## config.mk

```make
export PLATFORM = sky130hd
export DESIGN_NAME = joycon_poller
export DESIGN_NICKNAME = d
export VERILOG_FILES = /design/src/rtl/joycon_pkg.sv /design/src/rtl/sync_2ff.sv /design/src/rtl/joycon_poller.sv
export SDC_FILE = /design/constraint.sdc
export NUM_CORES = 1
export LEC_CHECK = 0
export CAP_MARGIN = 20
export CORE_MARGIN = 4
export CORE_UTILIZATION = 50
export DETAILED_ROUTE_END_ITERATION = 8
export PLACE_DENSITY = 0.73
export RECOVER_POWER = 100
export SLEW_MARGIN = 10
export SYNTH_ARGS = -nofsm -noshare
export SYNTH_HDL_FRONTEND = slang
export SYNTH_HIERARCHICAL = 1
export SYNTH_SLANG_ARGS = --single-unit
```

## constraint.sdc

```tcl
create_clock -name clk -period 1.9 [get_ports clk]
set_input_delay 0.19 -clock clk [delete_from_list [all_inputs] [get_ports clk]]
set_output_delay 0.19 -clock clk [all_outputs]
set_load 0.02 [all_outputs]
```

## src/rtl/joycon_pkg.sv

```systemverilog
// Shared types and defaults for the NES-style joypad poller.
// Holds the FSM state encoding, the default half period and the counter width.
package joycon_pkg;

  localparam int HALF_CYC_DEF = 150;
  localparam int CNT_W        = 11;

  typedef enum logic [2:0] {
    IDLE,
    LATCH,
    WAIT0,
    CLK_LO,
    CLK_HI,
    DONE
  } joy_state_t;

endpackage

```

## src/rtl/sync_2ff.sv

```systemverilog
// Two-flop synchronizer for an asynchronous serial data line.
// Ports: clk, rst (async active-low, resets to 1), d (async in), q (synced out).
module sync_2ff (
  input  logic clk,
  input  logic rst,
  input  logic d,
  output logic q
);

  logic meta;

  always_ff @(posedge clk or negedge rst) begin
    if (!rst) begin
      meta <= 1'b1;
      q    <= 1'b1;
    end else begin
      meta <= d;
      q    <= meta;
    end
  end

endmodule

```

## src/rtl/joycon_poller.sv

```systemverilog
// Polls two NES-style joypads over a shared latch/clock on each poll_req edge.
// Ports: clk, rst (async low), poll_req, joy_data1/2 in; joy_latch, joy_clk,
// joycon_1/2 (1 = pressed), joy_valid (commit pulse), busy out.
module joycon_poller
  import joycon_pkg::*;
#(
  parameter int HALF_CYC = HALF_CYC_DEF,
  parameter bit DEBOUNCE = 1'b1
) (
  input  logic       clk,
  input  logic       rst,
  input  logic       poll_req,
  input  logic       joy_data1,
  input  logic       joy_data2,
  output logic       joy_latch,
  output logic       joy_clk,
  output logic [7:0] joycon_1,
  output logic [7:0] joycon_2,
  output logic       joy_valid,
  output logic       busy
);

  localparam logic [CNT_W-1:0] HC_END = CNT_W'(HALF_CYC - 1);
  localparam logic [CNT_W-1:0] LT_END = CNT_W'(2 * HALF_CYC - 1);

  joy_state_t       state, state_n;
  logic [CNT_W-1:0] cnt, cnt_n;
  logic [2:0]       idx, idx_n;
  logic             poll_q, poll_edge;
  logic             d1, d2;
  logic             sample, commit;
  logic [7:0]       shf1, shf2;
  logic [7:0]       raw1, raw2;

  sync_2ff u_sync1 (
    .clk (clk),
    .rst (rst),
    .d   (joy_data1),
    .q   (d1)
  );

  sync_2ff u_sync2 (
    .clk (clk),
    .rst (rst),
    .d   (joy_data2),
    .q   (d2)
  );

  assign poll_edge = poll_req & ~poll_q;
  assign busy      = (state != IDLE);

  always_comb begin
    state_n = state;
    cnt_n   = cnt + CNT_W'(1);
    idx_n   = idx;
    sample  = 1'b0;
    unique case (state)
      IDLE: begin
        cnt_n = '0;
        idx_n = '0;
        if (poll_edge) state_n = LATCH;
      end
      LATCH: begin
        if (cnt == LT_END) begin
          state_n = WAIT0;
          cnt_n   = '0;
        end
      end
      WAIT0: begin
        if (cnt == HC_END) begin
          state_n = CLK_LO;
          cnt_n   = '0;
          sample  = 1'b1;
          idx_n   = 3'd1;
        end
      end
      CLK_LO: begin
        if (cnt == HC_END) begin
          state_n = CLK_HI;
          cnt_n   = '0;
        end
      end
      CLK_HI: begin
        if (cnt == HC_END) begin
          cnt_n  = '0;
          sample = 1'b1;
          if (idx == 3'd7) begin
            state_n = DONE;
          end else begin
            state_n = CLK_LO;
            idx_n   = idx + 3'd1;
          end
        end
      end
      DONE: begin
        state_n = IDLE;
        cnt_n   = '0;
      end
      default: begin
        state_n = IDLE;
        cnt_n   = '0;
      end
    endcase
  end

  // Debounce compares the fresh frame with the previous raw frame.
  assign commit = (state == DONE) &&
                  (!DEBOUNCE ||
                   ((shf1 == raw1) && (shf2 == raw2)));

  always_ff @(posedge clk or negedge rst) begin
    if (!rst) begin
      state     <= IDLE;
      cnt       <= '0;
      idx       <= '0;
      poll_q    <= 1'b0;
      joy_latch <= 1'b0;
      joy_clk   <= 1'b1;
      joy_valid <= 1'b0;
      shf1      <= '0;
      shf2      <= '0;
      raw1      <= '0;
      raw2      <= '0;
      joycon_1  <= '0;
      joycon_2  <= '0;
    end else begin
      state     <= state_n;
      cnt       <= cnt_n;
      idx       <= idx_n;
      poll_q    <= poll_req;
      // Pin levels follow the next state so they align with it.
      joy_latch <= (state_n == LATCH);
      joy_clk   <= (state_n != CLK_LO);
      joy_valid <= commit;
      if (sample) begin
        shf1[idx] <= ~d1;
        shf2[idx] <= ~d2;
      end
      if (state == DONE) begin
        raw1 <= shf1;
        raw2 <= shf2;
      end
      if (commit) begin
        joycon_1 <= shf1;
        joycon_2 <= shf2;
      end
    end
  end

endmodule

```

==> flow_summary.toml <==
[routing]
drc_errors = 0
first_iter_violations = 138
vias = 2292
routed_wl_um = 6570
final_antenna_net_count = 0
routedWlPerCell_um = 15.2
detail_route.vias_per_cell = 5.29
drtPass1Iterations = 4

[cells_and_area]
antennaDiodeCount = 0
fin_area_um2 = 4220
drive_gt1_share_pct = 28.1
nNetsFinal = 360
area_delta_synth_final_pct = 30.9

[cts]
cts_buffer_depth = 2
cts.clk_slew.worst_paths_ns = 0.08
insertion_delay_ns = 0.35
htreeDepth = 3
cts_tree = "done"
clock-sinks = 73
clockRootBuffer = "clkbuf_8"
numCtsBuffers = 9

[logic_synthesis]
yosys_warnings = 6
ys_seq_area_share_pct = 56.8
synth_cells = 284
yosys_register_bits = 73
synthTopCellsByArea = "dfrtp_1 53%, mux2_2 6.3%, mux2i_1 5.0%, xnor2_1 4.6%, dfstp_2 4.1%"
avgSynthCellArea_um2 = 11.4
synth_common_cells = "68 x dfrtp_1, 25 x nand2_1, 19 x inv_1, 19 x nor2_1, 18 x mux2_2"
synth_edf_count = 0
synth_cell_type_count = 41
synth-async-reset-ratio_pct = 100
synth_ff_type = "dfrtp_1"
synth_top_cell_by_area = "dfrtp_1"
synthesis.nets = 293
synth.cell_area_um2 = 3230
synth_top_cell_area_share_pct = 52.7
yosysMostFrequentCell = "dfrtp_1"

[worst_setup_path]
crit_type = "reg -> reg"
r2r_cells = 5
r2r-start = "cnt[8]"
path_depth = 5
cp_max_fo = 3
required_ns = 2.13
critPathLaunchType = "flop"
r2r_slack_ns = -0.07
cp_slowest_stage_delay_ns = 0.54
crit_slowest_cell = "or4b_4"
cpLargestDelayFamily = "simple AND/OR/NAND/NOR gates"
critPathArrivalTime_ns = 2.19
timing.rr.end = "shf1[1]"
path_buf_inv = 0
cp-end-kind = "flop"
path_cells = "and4bb_1 -> nand4_1 -> or3_4 -> or4b_4 -> mux2i_1"

[grt]
use_met3_pct = 3.54
overflow = 0
grt_most_used_layer = "met2"
grt_max_degree = 41
grt_pass1_vias = 2271
use_met1_pct = 24.5
antenna_found_initial = 0
grt_pass1_wl_um = 10800
grtUsageMet2_pct = 28.8
track_usage_pct = 18.4

[timing]
finalCritPeriodShare_pct = 103
finalSetupViolCount = 21
fmax_mhz = 509
hold_viol = 0
hold_ws_ns = 0.357
tns_ns = -0.526
grt_setup_unrepaired = "yes"
drv_slew = 0
skew_ns = 0.00602
tightest_slew_ns = 1.06
final.setup.worst_slack_ns = -0.0655
min_period_ns = 1.97
relSlewSlack_pct = 29.6

[power_and_ir_drop]
peakVddDrop_mv = 0.642
p_leak_nw = 2.10
power_density_nw_per_um2 = 773

[floorplanning]
rows = 29
io-pin-count = 25
die_h_um = 88.4
dieArea_um2 = 7810
initial_core_util_pct = 51.1
fp.coreArea_um2 = 6310
die_w_um = 88.4

[worst_hold_path]
hold_start = "u_sync2/meta"
hold_path_end = "u_sync2/q"
hp-class = "reg -> reg"
holdPathStages = 0

[placed_design]
port-buffer-count = 24
place_ws_ns = -0.0822
postPlaceCellArea_um2 = 3800
dpl.hpwl_um = 4310
gp_congestion = 0.756

[status]
violations = "setup timing"
status = "finished with violations"

[job]
drv_cap = 0
## flip-flops by register name, summed over array words and instances (netlist names), 3 cells and up
name	cells
state	3
raw1	8
joycon_2	8
shf1	8
cnt	11
shf2	8
raw2	8
idx	3
joycon_1	8
## per-stage QoR
step,std cells,utilization [%],power [mW]
2_1_floorplan,284,-,1.84
3_3_place_gp,407,60.2,2.02
3_5_place_dp,407,60.2,2.03
4_1_cts,429,65.4,3.28
5_1_grt,433,66.9,3.40
6_report,433,66.9,3.26
## kinds of logic after synthesis
kind of cell / synth area share, %
and+or+nand+nor: 13.8
adders and majority gates: 1.55
muxes: 11.2
buffers and inverters: 3.95
DFF: 56.8
xor gates and xnor gates: 7.33
AOI/OAI and AO/OA: 5.39
## cell usage in the layout (no fill, tap or decap), drive strengths merged, types with 2 or more instances in the layout
cell / n
a21oi: 2
a22o: 2
a31oi: 2
and3: 3
buf: 42
clkbuf: 16
clkinv: 2
dfrtp: 68
dfstp: 5
dlygate4sd3: 22
ha: 4
inv: 19
mux2: 18
mux2i: 16
nand2: 25
nand2b: 2
nand3: 6
nand3b: 2
nand4: 3
nand4b: 2
nor2: 19
nor3: 6
nor4: 5
nor4b: 2
o21ai: 16
or3: 3
xnor2: 17
xor2: 10
## what timing repair did
action,4_1_cts,5_1_grt
setup endpoints to repair,23,43
gates resized for setup,19,20
pin swaps,5,5
buffers inserted,5,4
hold buffers,1,0
cloned,0,1
hold endpoints to repair,17,0
## cell type report
| class | count | area, um^2 |
|---|---|---|
| Fill cell | 486 | 2090 |
| Sequential cell | 73 | 1830 |
| Multi-Input combinational cell | 178 | 1420 |
| Timing Repair Buffer | 70 | 592 |
| Clock buffer | 12 | 155 |
| Tap cell | 77 | 96.3 |
| Inverter | 19 | 71.3 |
| Clock inverter | 4 | 51.3 |
## routing by layer
metal	vias up	share of wire [%]
met4	0	2.2
li1	1095	-
met5	-	0
met1	1145	45
met3	11	3.4
met2	41	49
## where the power goes
group          switching, mW  internal (mW)
Sequential            0.0357           1.62
Clock                  0.574          0.679
Combinational          0.198          0.161
## worst register-to-register path, stage by stage, from the launching register on
cell	delay (ns)
dfrtp_1	0.39
and4bb_1	0.27
nand4_1	0.14
or3_4	0.36
or4b_4	0.54
mux2i_1	0.14
## worst max-delay path by stage
| stage | startpoint | to | slack, ns |
|---|---|---|---|
| 2_1_floorplan | cnt[8] | shf1[1] | 0.003 |
| 3_3_place_gp | shf2[5] | joycon_2[0] | -0.08 |
| 3_5_place_dp | cnt[8] | shf1[1] | -0.08 |
| 4_1_cts | cnt[8] | shf1[1] | -0.07 |
| 5_1_grt | cnt[8] | shf1[1] | -0.18 |
| 6_report | cnt[8] | shf1[1] | -0.07 |
Note: power is estimated with default switching activity, not from simulation.
